### src/rtl/inst_fetch_if.sv
// -----------------------------------------------------------------------------
// inst_fetch_if
// Purpose : groups the fetch stage's memory read port, redirect request and
//           decode-side instruction handshake into one bundle.
// Signals :
//   mem_addr_o     word address driven to ADDR_2 of every memblock
//   mem_hit_i      OR of en2 from all memblocks for mem_addr_o (combinational)
//   mem_data_i     OR/mux of DOUT_2, valid the cycle after the address
//   redirect_i     flush everything in flight and jump
//   redirect_pc_i  new PC when redirect_i=1
//   inst_valid_o   FIFO head valid
//   inst_ready_i   decode accepts the head
//   inst_o         instruction word
//   inst_pc_o      PC of inst_o
//   inst_fault_o   head word came from an unmapped address
// Modports: master = fetch stage, slave = memory/decode environment.
// -----------------------------------------------------------------------------
interface inst_fetch_if #(
  parameter int WORDSIZE = 16
);
  logic [WORDSIZE-1:0] mem_addr_o;
  logic                mem_hit_i;
  logic [WORDSIZE-1:0] mem_data_i;
  logic                redirect_i;
  logic [WORDSIZE-1:0] redirect_pc_i;
  logic                inst_valid_o;
  logic                inst_ready_i;
  logic [WORDSIZE-1:0] inst_o;
  logic [WORDSIZE-1:0] inst_pc_o;
  logic                inst_fault_o;

  modport master (
    output mem_addr_o,
    input  mem_hit_i,
    input  mem_data_i,
    input  redirect_i,
    input  redirect_pc_i,
    output inst_valid_o,
    input  inst_ready_i,
    output inst_o,
    output inst_pc_o,
    output inst_fault_o
  );

  modport slave (
    input  mem_addr_o,
    output mem_hit_i,
    output mem_data_i,
    output redirect_i,
    output redirect_pc_i,
    input  inst_valid_o,
    output inst_ready_i,
    input  inst_o,
    input  inst_pc_o,
    input  inst_fault_o
  );
endinterface

### src/rtl/inst_fetch.sv
// -----------------------------------------------------------------------------
// inst_fetch
// Purpose : instruction fetch stage in front of memblock read port 2. Holds the
//           PC, issues one word address per cycle, captures the returning word
//           one cycle later and buffers {word, pc, fault} in a small FIFO that
//           decode drains with valid/ready. A redirect squashes everything in
//           flight and restarts fetch at a new PC.
// Ports   :
//   clk   in   clock, all state on posedge
//   rst   in   synchronous reset, active-high
//   bus   inst_fetch_if.master (memory read port, redirect, decode handshake)
// Params  : WORDSIZE (data/address width), RESET_PC (PC after reset),
//           DEPTH (FIFO entries, power of 2, >=2; >=4 sustains 1 word/cycle)
// Config  : define FETCH_BYPASS_EN to present a freshly returned word directly
//           on inst_* when the FIFO is empty (latency 1 instead of 2). Without
//           it every word passes through the FIFO and there is no
//           mem_data_i -> inst_o combinational path.
// -----------------------------------------------------------------------------
module inst_fetch #(
  parameter int                  WORDSIZE = 16,
  parameter logic [WORDSIZE-1:0] RESET_PC = {WORDSIZE{1'b0}},
  parameter int                  DEPTH    = 4
) (
  input logic          clk,
  input logic          rst,
  inst_fetch_if.master bus
);

  localparam int              PW      = $clog2(DEPTH);
  localparam logic [PW+1:0]   DEPTH_C = (PW+2)'(DEPTH);
  localparam logic [PW:0]     FULL_C  = (PW+1)'(DEPTH);

  typedef struct packed {
    logic                fault;
    logic [WORDSIZE-1:0] pc;
    logic [WORDSIZE-1:0] data;
  } entry_t;

  logic [WORDSIZE-1:0] r_pc;
  logic                r_inflight;
  logic [WORDSIZE-1:0] r_lat_pc;
  logic                r_lat_hit;
  entry_t              r_fifo [DEPTH];
  logic [PW-1:0]       r_wptr;
  logic [PW-1:0]       r_rptr;
  logic [PW:0]         r_count;

  logic [PW+1:0]       w_credit;
  logic                w_issue;
  logic                w_push;
  logic                w_empty;
  logic                w_valid;
  logic                w_fifo_wr;
  logic                w_fifo_rd;
  entry_t              w_push_ent;
  entry_t              w_out;

  // Issue credit, push/pop decisions and head selection.
  always_comb begin
    // Credit uses registered count/inflight, so a pop frees a slot next cycle.
    w_credit   = {1'b0, r_count} + {{(PW+1){1'b0}}, r_inflight};
    w_issue    = !bus.redirect_i && (w_credit < DEPTH_C);
    w_push     = r_inflight && !bus.redirect_i;
    w_empty    = (r_count == {(PW+1){1'b0}});
    w_push_ent = '{fault: !r_lat_hit, pc: r_lat_pc, data: bus.mem_data_i};
`ifdef FETCH_BYPASS_EN
    w_valid = !bus.redirect_i && (!w_empty || w_push);
    if (w_empty) begin
      w_out = w_push_ent;
    end else begin
      w_out = r_fifo[r_rptr];
    end
    w_fifo_rd = w_valid && bus.inst_ready_i && !w_empty;
    // A bypassed word that decode takes immediately never enters the FIFO.
    w_fifo_wr = w_push && !(w_empty && bus.inst_ready_i);
`else
    w_valid   = !bus.redirect_i && !w_empty;
    w_out     = r_fifo[r_rptr];
    w_fifo_rd = w_valid && bus.inst_ready_i;
    w_fifo_wr = w_push;
`endif
  end

  // Decode-side outputs, forced to zero whenever no head is presented.
  always_comb begin
    bus.inst_valid_o = w_valid;
    if (w_valid) begin
      bus.inst_o       = w_out.data;
      bus.inst_pc_o    = w_out.pc;
      bus.inst_fault_o = w_out.fault;
    end else begin
      bus.inst_o       = {WORDSIZE{1'b0}};
      bus.inst_pc_o    = {WORDSIZE{1'b0}};
      bus.inst_fault_o = 1'b0;
    end
  end

  assign bus.mem_addr_o = r_pc;

  // PC, in-flight tracking and FIFO pointer/count state.
  always_ff @(posedge clk) begin
    if (rst) begin
      r_pc       <= RESET_PC;
      r_inflight <= 1'b0;
      r_lat_pc   <= {WORDSIZE{1'b0}};
      r_lat_hit  <= 1'b0;
      r_wptr     <= {PW{1'b0}};
      r_rptr     <= {PW{1'b0}};
      r_count    <= {(PW+1){1'b0}};
    end else if (bus.redirect_i) begin
      r_pc       <= bus.redirect_pc_i;
      r_inflight <= 1'b0;
      r_lat_pc   <= {WORDSIZE{1'b0}};
      r_lat_hit  <= 1'b0;
      r_wptr     <= {PW{1'b0}};
      r_rptr     <= {PW{1'b0}};
      r_count    <= {(PW+1){1'b0}};
    end else begin
      r_inflight <= w_issue;
      if (w_issue) begin
        r_pc      <= r_pc + WORDSIZE'(1);
        r_lat_pc  <= r_pc;
        r_lat_hit <= bus.mem_hit_i;
      end else begin
        r_pc      <= r_pc;
        r_lat_pc  <= r_lat_pc;
        r_lat_hit <= r_lat_hit;
      end
      if (w_fifo_wr) begin
        r_wptr <= r_wptr + PW'(1);
      end else begin
        r_wptr <= r_wptr;
      end
      if (w_fifo_rd) begin
        r_rptr <= r_rptr + PW'(1);
      end else begin
        r_rptr <= r_rptr;
      end
      case ({w_fifo_wr, w_fifo_rd})
        2'b10:   r_count <= r_count + (PW+1)'(1);
        2'b01:   r_count <= r_count - (PW+1)'(1);
        default: r_count <= r_count;
      endcase
    end
  end

  // FIFO storage; contents are only meaningful below r_count, so no reset.
  always_ff @(posedge clk) begin
    if (w_fifo_wr && !rst) begin
      r_fifo[r_wptr] <= w_push_ent;
    end
  end

  inst_fetch_chk u_chk (
    .clk    (clk),
    .rst    (rst),
    .i_push (w_push),
    .i_full (r_count == FULL_C)
  );

endmodule

// -----------------------------------------------------------------------------
// inst_fetch_chk
// Purpose : property checks for inst_fetch; issue credit must keep a returning
//           word from ever arriving while the FIFO is full.
// Ports   : clk, rst, i_push (word returning this cycle), i_full (FIFO full)
// -----------------------------------------------------------------------------
module inst_fetch_chk (
  input logic clk,
  input logic rst,
  input logic i_push,
  input logic i_full
);
  a_no_push_when_full: assert property (@(posedge clk) disable iff (rst) !(i_push && i_full));
endmodule

### src/flat_wrapper.sv
// flat-port wrapper written by rule: the top's interface ports become plain ports
module inst_fetch_flat 
#(
  parameter int                  WORDSIZE = 16,
  parameter logic [WORDSIZE-1:0] RESET_PC = {WORDSIZE{1'b0}},
  parameter int                  DEPTH    = 4
)
  (clk, rst, bus_mem_addr_o, bus_mem_hit_i, bus_mem_data_i, bus_redirect_i, bus_redirect_pc_i, bus_inst_valid_o, bus_inst_ready_i, bus_inst_o, bus_inst_pc_o, bus_inst_fault_o);
  inst_fetch_if #(.WORDSIZE(WORDSIZE)) bus_i ();
  input logic clk;
  input logic rst;
  output wire logic [$bits(bus_i.mem_addr_o)-1:0] bus_mem_addr_o;
  input wire logic [$bits(bus_i.mem_hit_i)-1:0] bus_mem_hit_i;
  input wire logic [$bits(bus_i.mem_data_i)-1:0] bus_mem_data_i;
  input wire logic [$bits(bus_i.redirect_i)-1:0] bus_redirect_i;
  input wire logic [$bits(bus_i.redirect_pc_i)-1:0] bus_redirect_pc_i;
  output wire logic [$bits(bus_i.inst_valid_o)-1:0] bus_inst_valid_o;
  input wire logic [$bits(bus_i.inst_ready_i)-1:0] bus_inst_ready_i;
  output wire logic [$bits(bus_i.inst_o)-1:0] bus_inst_o;
  output wire logic [$bits(bus_i.inst_pc_o)-1:0] bus_inst_pc_o;
  output wire logic [$bits(bus_i.inst_fault_o)-1:0] bus_inst_fault_o;
  assign bus_mem_addr_o = bus_i.mem_addr_o;
  assign bus_i.mem_hit_i = bus_mem_hit_i;
  assign bus_i.mem_data_i = bus_mem_data_i;
  assign bus_i.redirect_i = bus_redirect_i;
  assign bus_i.redirect_pc_i = bus_redirect_pc_i;
  assign bus_inst_valid_o = bus_i.inst_valid_o;
  assign bus_i.inst_ready_i = bus_inst_ready_i;
  assign bus_inst_o = bus_i.inst_o;
  assign bus_inst_pc_o = bus_i.inst_pc_o;
  assign bus_inst_fault_o = bus_i.inst_fault_o;
  inst_fetch #(.WORDSIZE(WORDSIZE), .RESET_PC(RESET_PC), .DEPTH(DEPTH)) u_core (.clk(clk), .rst(rst), .bus(bus_i));
endmodule
### config.mk
export PLATFORM = sky130hd
export DESIGN_NAME = inst_fetch_flat
export DESIGN_NICKNAME = d
export VERILOG_FILES = /design/src/rtl/inst_fetch_if.sv /design/src/rtl/inst_fetch.sv /design/src/flat_wrapper.sv
export SDC_FILE = /design/constraint.sdc
export NUM_CORES = 1
export LEC_CHECK = 0
export BUFFER_PORTS_ARGS = -buffer_cell sky130_fd_sc_hd__buf_2
export CAP_MARGIN = 15
export CORE_ASPECT_RATIO = 0.9
export CORE_MARGIN = 3
export CORE_UTILIZATION = 57
export CTS_CLUSTER_SIZE = 30
export DETAILED_ROUTE_END_ITERATION = 7
export HOLD_SLACK_MARGIN = 0.08
export PLACE_DENSITY = 0.79
export SLEW_MARGIN = 20
export SYNTH_ARGS = -nofsm -noshare
export SYNTH_HDL_FRONTEND = slang
export SYNTH_SLANG_ARGS = --single-unit
export TNS_END_PERCENT = 10
### constraint.sdc
create_clock -name clk -period 3 [get_ports clk]
set_input_delay 0.6 -clock clk [delete_from_list [all_inputs] [get_ports clk]]
set_output_delay 0.6 -clock clk [all_outputs]
set_load 0.01 [all_outputs]
==> impl_table.tex, run 1 <==
\begin{tabular}{lr}
\hline
Metric & Value \\
\hline
\multicolumn{2}{l}{\textbf{Run status}} \\
\quad Status & completed \\
\multicolumn{2}{l}{\textbf{Power and ir drop}} \\
\quad Total leakage power & 0.00288 uW \\
\quad Maximum vdd ir drop & 325 uV \\
\quad Cell area power density & around 600 nW/um\^{}2 \\
\multicolumn{2}{l}{\textbf{Final layout}} \\
\quad Total number of nets in the final design & approximately 580 \\
\quad Layout cells sized above 1 & 31.1\% \\
\quad Number of diodes added for antenna fixing & 0 \\
\quad Synthesis-to-layout area growth & 16.9\% \\
\quad Finished Cell Area & between 8000 and 9000 sq um \\
\quad Post-route insts no fill & 702 \\
\multicolumn{2}{l}{\textbf{Critical path}} \\
\quad CP Data Required Time & 2400 ps \\
\quad Worst Path Class, Setup & flop to primary output \\
\quad R2R Setup Slk & $\sim$570 ps \\
\quad Launching point of the worst reg2reg path & u\_core.r\_count[0] \\
\quad Nature of the critical path startpoint & flop \\
\quad Data arrival, critical path & 1940 ps \\
\quad Slowest cell on the critical path & sky130\_fd\_sc\_hd\_\_mux4\_2 \\
\quad Cell family contributing the most delay on the critical path & multiplexers \\
\quad Buffer and inverter count on the worst path & 2 \\
\quad Terminus of the critical flop-to-flop path & u\_core.r\_count[2] \\
\quad Crit path largest cell delay & just under 600 ps \\
\quad Logic depth of the worst path, buffers included & 4 \\
\quad Worst setup EP type & primary output \\
\quad Worst setup path end & bus\_inst\_pc\_o[15] \\
\quad Crit Path Max Fanout & 33 \\
\quad Cells along the critical path & buf\_12 -> mux4\_2 -> and2\_1 -> buf\_2 \\
\quad Path depth of the worst reg2reg path & 8 \\
\multicolumn{2}{l}{\textbf{Global routing}} \\
\quad Aggregate global-route resource usage & 20.4\% \\
\quad Total overflow reported by the global router & 0 \\
\quad First-pass GRT wire length & 20,700 um \\
\quad Number of global-route vias before repair & 4,028 \\
\quad Largest net degree at the start of global routing & 35 \\
\quad Antenna violations before repair & 0 \\
\multicolumn{2}{l}{\textbf{Synthesis}} \\
\quad Share of the synthesized area in the top cell type & between 50\% and 60\% \\
\quad Sequential-to-total area share from yosys stat & 69.6\% \\
\quad Count of state elements after synthesis & 175 \\
\quad Net count after synthesis & 488 \\
\quad Warnings from Yosys & 0 \\
\quad Mapped Cells & between 400 and 500 \\
\quad Average size of a mapped cell & 15.6 sq um \\
\quad Leading post-synthesis cells by cell area & sky130\_fd\_sc\_hd\_\_edfxtp\_1 57\%, sky130\_fd\_sc\_hd\_\_dfxtp\_1 12\%, sky130\_fd\_sc\_hd\_\_mux4\_2 11\% \\
\quad Biggest area consumer among synthesized cells & sky130\_fd\_sc\_hd\_\_edfxtp\_1 \\
\quad Number of different library cells in the post-synthesis netlist & 35 \\
\quad Synthesized cell area & 6930 sq um \\
\multicolumn{2}{l}{\textbf{Clock network}} \\
\quad CTS tree & done \\
\quad CTS root buf & sky130\_fd\_sc\_hd\_\_clkbuf\_16 \\
\quad Max Root-Sink Buffers & 2 \\
\quad CTS H-Tree Depth & 4 \\
\quad Later-pin clock latency in the skew report & approximately 430 ps \\
\quad Setup repair bufs after CTS & 0 \\
\quad Clock net sink count & $\sim$180 \\
\quad Number of clock buffers inserted by TritonCTS & 17 \\
\quad Post-CTS Hold Fix Bufs & 0 \\
\quad Total of cells resized after clock tree synthesis & 0 \\
\quad Clock slew at the register clock pins of the worst setup and hold paths & 70 ps \\
\multicolumn{2}{l}{\textbf{STA}} \\
\quad Setup Skew & 9.95 ps \\
\quad Tightest slew margin relative to the limit & 65.3\% \\
\quad Final worst slack & $\sim$460 ps \\
\quad Final min period & 2540 ps \\
\quad Tightest Pin Transition & 520 ps \\
\quad Top achievable clock speed & $\sim$400 MHz \\
\quad Final hold violation count & 0 \\
\quad Total negative setup slack & 0 ps \\
\quad Final count of negative-setup-slack endpoints & 0 \\
\quad Pins Over Slew Limit & 0 \\
\quad RSZ-0062 raised after global routing & false \\
\quad Tcrit/Tclk final & a little over four fifths \\
\multicolumn{2}{l}{\textbf{Floorplanning}} \\
\quad Row Count & 37 \\
\quad Area of the core region & between 10,000 and 15,000 sq um \\
\quad Die area & 13,500 sq um \\
\quad Die Height & 111 um \\
\quad I/O pins & 87 \\
\quad Effective utilization at floorplan & between 50\% and 60\% \\
\quad Horizontal extent of the die & 122 um \\
\multicolumn{2}{l}{\textbf{Drt}} \\
\quad Initial drt markers & 293 \\
\quad Drt pass-1 iters & 4 \\
\quad Remaining routing DRC violations & 0 \\
\quad WL/cell & 18.3 um \\
\quad DRT antenna net count & 0 \\
\quad Ratio of routed vias to standard cells & between 5 and 6 \\
\quad Via count & around 4.0k \\
\quad Final routed wirelength across all metal layers & between 10,000 and 15,000 um \\
\multicolumn{2}{l}{\textbf{Worst hold path}} \\
\quad Worst hold path stage count & 1 \\
\quad Worst Hold Class & input pin to flop \\
\multicolumn{2}{l}{\textbf{Place}} \\
\quad Post-Place Worst Slack & 369 ps \\
\quad Post-Place Cells & 670 \\
\quad \# port buffers & 86 \\
\quad Final HPWL DP & 7880 um \\
\quad Area post-placement & around 7500 sq um \\
\quad Final RePlAce weighted congestion & about 0.85 \\
\multicolumn{2}{l}{\textbf{Flow run}} \\
\quad Max-cap violations & 0 \\
\hline
\end{tabular}
==> synthesized netlist by cell type <==
library cell               count
sky130_fd_sc_hd__or3_1         7
sky130_fd_sc_hd__a311oi_1      7
sky130_fd_sc_hd__and2_1       35
sky130_fd_sc_hd__a31o_2        2
sky130_fd_sc_hd__and4_1        2
sky130_fd_sc_hd__nor4_1        2
sky130_fd_sc_hd__o21ai_0       7
sky130_fd_sc_hd__xor2_1        7
sky130_fd_sc_hd__nand3_1       5
sky130_fd_sc_hd__nor3b_1       2
sky130_fd_sc_hd__nor2_1       24
sky130_fd_sc_hd__and3_1        5
sky130_fd_sc_hd__o31a_1        2
sky130_fd_sc_hd__buf_2         6
sky130_fd_sc_hd__edfxtp_1    132
sky130_fd_sc_hd__dfxtp_1      43
sky130_fd_sc_hd__nand2_1      46
sky130_fd_sc_hd__clkbuf_1     16
sky130_fd_sc_hd__nand4_4       2
sky130_fd_sc_hd__xnor2_1       4
sky130_fd_sc_hd__nor3_1        1
sky130_fd_sc_hd__a21oi_1      22
sky130_fd_sc_hd__inv_2         1
sky130_fd_sc_hd__mux4_2       33
sky130_fd_sc_hd__inv_1         9
sky130_fd_sc_hd__fa_1          1
sky130_fd_sc_hd__a211oi_1      6
sky130_fd_sc_hd__ha_1          6
sky130_fd_sc_hd__nand4_1       2
sky130_fd_sc_hd__buf_1         1
sky130_fd_sc_hd__mux2i_1       2
sky130_fd_sc_hd__o211ai_1      1
sky130_fd_sc_hd__buf_6         1
sky130_fd_sc_hd__or2_2         1
sky130_fd_sc_hd__a31oi_4       1
==> worst reg2reg max path: stages, from the launching register on <==
cell and delay, ps:
sky130_fd_sc_hd__dfxtp_1 460, sky130_fd_sc_hd__nor3_1 130, sky130_fd_sc_hd__nor3b_1 460, sky130_fd_sc_hd__ha_1 270
sky130_fd_sc_hd__inv_1 60, sky130_fd_sc_hd__fa_1 370, sky130_fd_sc_hd__xor2_1 160, sky130_fd_sc_hd__or3_1 300
sky130_fd_sc_hd__a21oi_1 140
==> sequential cells by signal (all words and copies together), names as in the netlist, named ones only <==
register and cells:
u_core.bus.mem_addr_o 16, u_core.r_lat_pc 16, u_core.r_lat_hit 1, u_core.r_inflight 1, u_core.r_count 3, u_core.r_rptr 2, u_core.r_fifo 132, u_core.r_wptr 2
==> stage by stage <==
stage                     hold slack (ps)  power (uW)  util (%)
final                                 380        4900      69.4
after global routing                  373        5050      69.4
after CTS                             366        4940      69.4
after detailed placement              463        2880      64.6
after global placement                461        2870      64.6
after floorplan                       436        2800         -
==> report_power, final <==
group,switching (uW),leakage [uW],internal [uW]
registers,40.8,0.00158,2630
clock network,908,0.000273,1160
logic,89.7,0.00104,68.8
==> worst min path at each step <==
stage / startpoint / to / slack, ps
2_1_floorplan: u_core.r_lat_hit / u_core.r_lat_hit / 440
3_3_place_gp: u_core.r_lat_hit / u_core.r_lat_hit / 460
3_5_place_dp: u_core.r_lat_hit / u_core.r_lat_hit / 460
4_1_cts: bus_mem_data_i[4] / u_core.r_fifo[0][4] / 370
5_1_grt: bus_mem_data_i[4] / u_core.r_fifo[0][4] / 370
6_report: bus_mem_data_i[4] / u_core.r_fifo[0][4] / 380
==> routing by layer <==
layer  GRT usage [%]  routed length, um  vias to the layer above
li1                -                  -                     1854
met1            26.8               5570                     1947
met2            32.8               6290                      141
met3            5.79                808                       17
met4            7.16                174                        0
met5               0                  0                        -
==> layout make-up <==
cell class | count | area [sq um]
sequential | 175 | 4830
clock buffer | 19 | 433
clock inverter | 13 | 135
inverter | 10 | 37.5
fill | 793 | 3570
tap | 156 | 195
timing repair buffer | 94 | 503
multi-input combinational | 235 | 1970
==> cells in the final DEF, fill, tap and decap left out, types with 4 or more instances in the layout <==
| cell | n |
|---|---|
| sky130_fd_sc_hd__buf_2 | 86 |
| sky130_fd_sc_hd__a211oi_1 | 6 |
| sky130_fd_sc_hd__or3_1 | 7 |
| sky130_fd_sc_hd__edfxtp_1 | 132 |
| sky130_fd_sc_hd__a311oi_1 | 7 |
| sky130_fd_sc_hd__clkinv_4 | 4 |
| sky130_fd_sc_hd__xor2_1 | 7 |
| sky130_fd_sc_hd__and3_2 | 4 |
| sky130_fd_sc_hd__ha_1 | 6 |
| sky130_fd_sc_hd__buf_4 | 7 |
| sky130_fd_sc_hd__dfxtp_1 | 42 |
| sky130_fd_sc_hd__mux4_2 | 33 |
| sky130_fd_sc_hd__nor2_1 | 23 |
| sky130_fd_sc_hd__inv_1 | 9 |
| sky130_fd_sc_hd__o21ai_0 | 7 |
| sky130_fd_sc_hd__xnor2_1 | 4 |
| sky130_fd_sc_hd__nand3_1 | 5 |
| sky130_fd_sc_hd__clkbuf_16 | 17 |
| sky130_fd_sc_hd__a21oi_1 | 22 |
| sky130_fd_sc_hd__and2_1 | 35 |
| sky130_fd_sc_hd__nand2_1 | 46 |
==> logic make-up (layout without fill, tap and decap cells) <==
family	Yosys count	count (layout)	share of synthesized area, %
XOR/XNOR	11	11	1.39
buffers and inverters	34	136	2.06
AO/OA/AOI/OAI	48	48	4.55
AND/OR/NAND/NOR	134	134	10.0
adder cells (fa/ha/maj)	7	7	1.37
multiplexers	35	35	11.0
flip-flops	175	175	69.6
No activity file was read; power rests on OpenSTA's default activity.
==> inputs of run 2 (changes only) <==
clock period = 2.6 ns   (was 3 ns; I/O delays follow)
==> run 2 against run 1 <==
Against the previous run: critical path depth unchanged; combinational power increased by 18%; cell area increased by 2.2%; critical path type unchanged.
==> impl_table.tex, run 2 (synthesis gave the netlist of run 1 again) <==
\begin{tabular}{lr}
\hline
Metric & Value \\
\hline
\multicolumn{2}{l}{\textbf{STA}} \\
\quad Tightest slew margin relative to the limit & 72.4\% (+7.1 points) \\
\quad Final min period & 2430 ps \\
\quad Total negative setup slack & 0 ps (unchanged) \\
\quad Pins Over Slew Limit & 0 (unchanged) \\
\quad Top achievable clock speed & 411 MHz \\
\quad Setup Skew & 9.19 ps (-0.760 ps) \\
\quad Final count of negative-setup-slack endpoints & 0 (unchanged) \\
\quad Final hold violation count & 0 (unchanged) \\
\quad Tcrit/Tclk final & between 90\% and 100\% \\
\quad Final worst slack & 167 ps (-295 ps) \\
\quad RSZ-0062 raised after global routing & false \\
\quad Tightest Pin Transition & 414 ps (-106 ps) \\
\multicolumn{2}{l}{\textbf{Critical path}} \\
\quad Cell family contributing the most delay on the critical path & multiplexers \\
\quad Data arrival, critical path & 1910 ps (-30 ps) \\
\quad Nature of the critical path startpoint & flop \\
\quad Buffer and inverter count on the worst path & 2 (unchanged) \\
\quad Worst setup EP type & primary output \\
\quad Slowest cell on the critical path & sky130\_fd\_sc\_hd\_\_mux4\_2 \\
\quad CP Data Required Time & 2080 ps (-320 ps) \\
\quad Worst Path Class, Setup & flop to primary output \\
\quad Crit Path Max Fanout & 33 (unchanged) \\
\quad Crit path largest cell delay & 560 ps (-20 ps) \\
\quad Cells along the critical path & buf\_12 -> mux4\_2 -> and2\_1 -> buf\_2 \\
\multicolumn{2}{l}{\textbf{Place}} \\
\quad Final RePlAce weighted congestion & 0.876 (+3.4\%) \\
\quad \# port buffers & 86 (unchanged) \\
\quad Final HPWL DP & 7760 um (-1.5\%) \\
\quad Post-Place Worst Slack & 227 ps (-142 ps) \\
\quad Post-Place Cells & 673 (+0.45\%) \\
\multicolumn{2}{l}{\textbf{Power and ir drop}} \\
\quad Design Power & 6080 uW (+24\%) \\
\quad Power spent charging and discharging nets & 1160 uW (+11\%) \\
\quad Cell-internal power & 4920 uW (+28\%) \\
\quad Sw Ratio & 19.1\% (-2.2 points) \\
\quad Cell area power density & 734 nW/um\^{}2 (+21\%) \\
\quad Maximum vdd ir drop & 450 uV (+38\%) \\
\quad Total leakage power & 0.00296 uW (+2.6\%) \\
\quad Clock share of power & 46.2\% (+4.0 points) \\
\quad Share of power burned in registers & 50.7\% (-3.8 points) \\
\quad Logic pwr share & 3.1\% (about the same) \\
\multicolumn{2}{l}{\textbf{Final layout}} \\
\quad Most flops, register & u\_core.r\_fifo \\
\quad Register cell area after layout & 4830 sq um (unchanged) \\
\quad Total number of nets in the final design & 580 (+0.52\%) \\
\quad Flip-flop count of the largest register, all copies and words added & 132 (unchanged) \\
\quad Commonest non-fill, non-tap cells in the layout & 132 x sky130\_fd\_sc\_hd\_\_edfxtp\_1, 86 x sky130\_fd\_sc\_hd\_\_buf\_2, 46 x sky130\_fd\_sc\_hd\_\_nand2\_1, 42 x sky130\_fd\_sc\_hd\_\_dfxtp\_1, 35 x sky130\_fd\_sc\_hd\_\_and2\_1 \\
\quad Combined area of the multi-input logic cells & 1970 sq um (unchanged) \\
\quad Post-route insts no fill & 705 (+0.43\%) \\
\quad Leading cell type in the layout, fill and taps excluded & sky130\_fd\_sc\_hd\_\_edfxtp\_1 \\
\quad Number of diodes added for antenna fixing & 0 (unchanged) \\
\quad Post-Route Utilization & 71.0\% (+1.6 points) \\
\quad Synthesis-to-layout area growth & 19.5\% \\
\quad Filler Cells Inserted & 777 (-2.0\%) \\
\quad Layout cells sized above 1 & 31.3\% (+0.19 points) \\
\multicolumn{2}{l}{\textbf{Clock network}} \\
\quad Number of clock buffers inserted by TritonCTS & 17 (unchanged) \\
\quad Post-CTS Hold Fix Bufs & 0 (unchanged) \\
\quad Clock slew at the register clock pins of the worst setup and hold paths & 60 ps (about the same) \\
\quad CTS H-Tree Depth & 4 (unchanged) \\
\quad CTS root buf & sky130\_fd\_sc\_hd\_\_clkbuf\_16 \\
\quad Later-pin clock latency in the skew report & 420 ps (about the same) \\
\quad Total of cells resized after clock tree synthesis & 0 (unchanged) \\
\quad Max Root-Sink Buffers & 2 (unchanged) \\
\quad Setup repair bufs after CTS & 0 (unchanged) \\
\quad CTS tree & done \\
\quad Clock net sink count & 175 (unchanged) \\
\multicolumn{2}{l}{\textbf{Global routing}} \\
\quad Aggregate global-route resource usage & 20.7\% (+0.31 points) \\
\quad Largest net degree at the start of global routing & 35 (unchanged) \\
\quad Number of global-route vias before repair & 4,061 (+0.82\%) \\
\quad Total overflow reported by the global router & 0 (unchanged) \\
\quad First-pass GRT wire length & 21,300 um (+2.7\%) \\
\quad Antenna violations before repair & 0 (unchanged) \\
\multicolumn{2}{l}{\textbf{Drt}} \\
\quad Final routed wirelength across all metal layers & 13,100 um (+1.9\%) \\
\quad DRT antenna net count & 0 (unchanged) \\
\quad Remaining routing DRC violations & 0 (unchanged) \\
\quad Ratio of routed vias to standard cells & 5.66 (+0.38\%) \\
\quad Drt pass-1 iters & 6 (+2) \\
\quad Initial drt markers & 248 (-15\%) \\
\quad WL/cell & 18.5 um (+1.5\%) \\
\quad Via count & 3,991 (+0.81\%) \\
\multicolumn{2}{l}{\textbf{Flow run}} \\
\quad Max-cap violations & 0 (unchanged) \\
\multicolumn{2}{l}{\textbf{Floorplanning}} \\
\quad Die Height & 111 um (unchanged) \\
\quad Effective utilization at floorplan & 59.4\% (unchanged) \\
\quad Die area & 13,500 sq um (unchanged) \\
\quad Area of the core region & 11,700 sq um (unchanged) \\
\quad Row Count & 37 (unchanged) \\
\quad I/O pins & 87 (unchanged) \\
\quad Horizontal extent of the die & 122 um (unchanged) \\
\multicolumn{2}{l}{\textbf{Run status}} \\
\quad Status & completed \\
\multicolumn{2}{l}{\textbf{Worst hold path}} \\
\quad Worst Hold Class & input pin to flop \\
\hline
\end{tabular}
==> run 2: changes by cell type in the layout (fill, tap and decap cells not counted) <==
cell / before / now
sky130_fd_sc_hd__buf_12: 1 / 6
sky130_fd_sc_hd__buf_4: 7 / 5
sky130_fd_sc_hd__bufinv_16: 1 / 6
sky130_fd_sc_hd__clkbuf_1: 2 / 1
sky130_fd_sc_hd__clkinv_1: 0 / 2
sky130_fd_sc_hd__clkinv_2: 2 / 1
sky130_fd_sc_hd__clkinv_4: 4 / 1
sky130_fd_sc_hd__clkinv_8: 1 / 0
sky130_fd_sc_hd__clkinvlp_4: 2 / 1
sky130_fd_sc_hd__inv_6: 2 / 3
sky130_fd_sc_hd__inv_8: 1 / 0
==> run 2: power groups by stage <==
stage | Clock, uW | Sequential (uW) | Combinational [uW]
floorplan | 0 | 3130 | 97.4
global placement | 0 | 3140 | 179
detailed placement | 0 | 3140 | 188
CTS | 2860 | 3080 | 190
global route | 2980 | 3090 | 210
finish | 2810 | 3080 | 188
==> run 2: final timing paths <==
| check | from | endpoint | slack (ps) | depth (start not counted) |
|---|---|---|---|---|
| setup / recovery | flop | bus_inst_pc_o[0] | 170 | 4 |
| hold / removal | bus_mem_data_i[9] | u_core.r_fifo[2][9] | 320 | 1 |
| setup reg to reg | u_core.r_count[0] | u_core.r_count[2] | 380 | 8 |
| hold reg to reg | u_core.r_lat_hit | u_core.r_lat_hit | 490 | 2 |
==> run 2: layer usage <==
metal  track usage [%]  wire (um)  up-vias
met3              4.92        816        9
li1                  -          -     1858
met5                 0          0        -
met4              5.90        107        0
met1              28.0       5470     1983
met2              33.8       6680      141
==> run 2: stage by stage <==
stage | area, sq um | hold slack, ps
2_1_floorplan | 6930 | 436
3_3_place_gp | 7620 | 461
3_5_place_dp | 7620 | 473
4_1_cts | 8280 | 299
5_1_grt | 8280 | 306
6_report | 8280 | 321
==> run 2: layout make-up <==
type / instances / area share, %
multi-input combinational: 235 / 23.8
tap: 156 / 2.36
timing repair buffer: 97 / 7.10
sequential: 175 / 58.3
clock inverter: 14 / 2.84
clock buffer: 18 / 5.18
inverter: 10 / 0.453
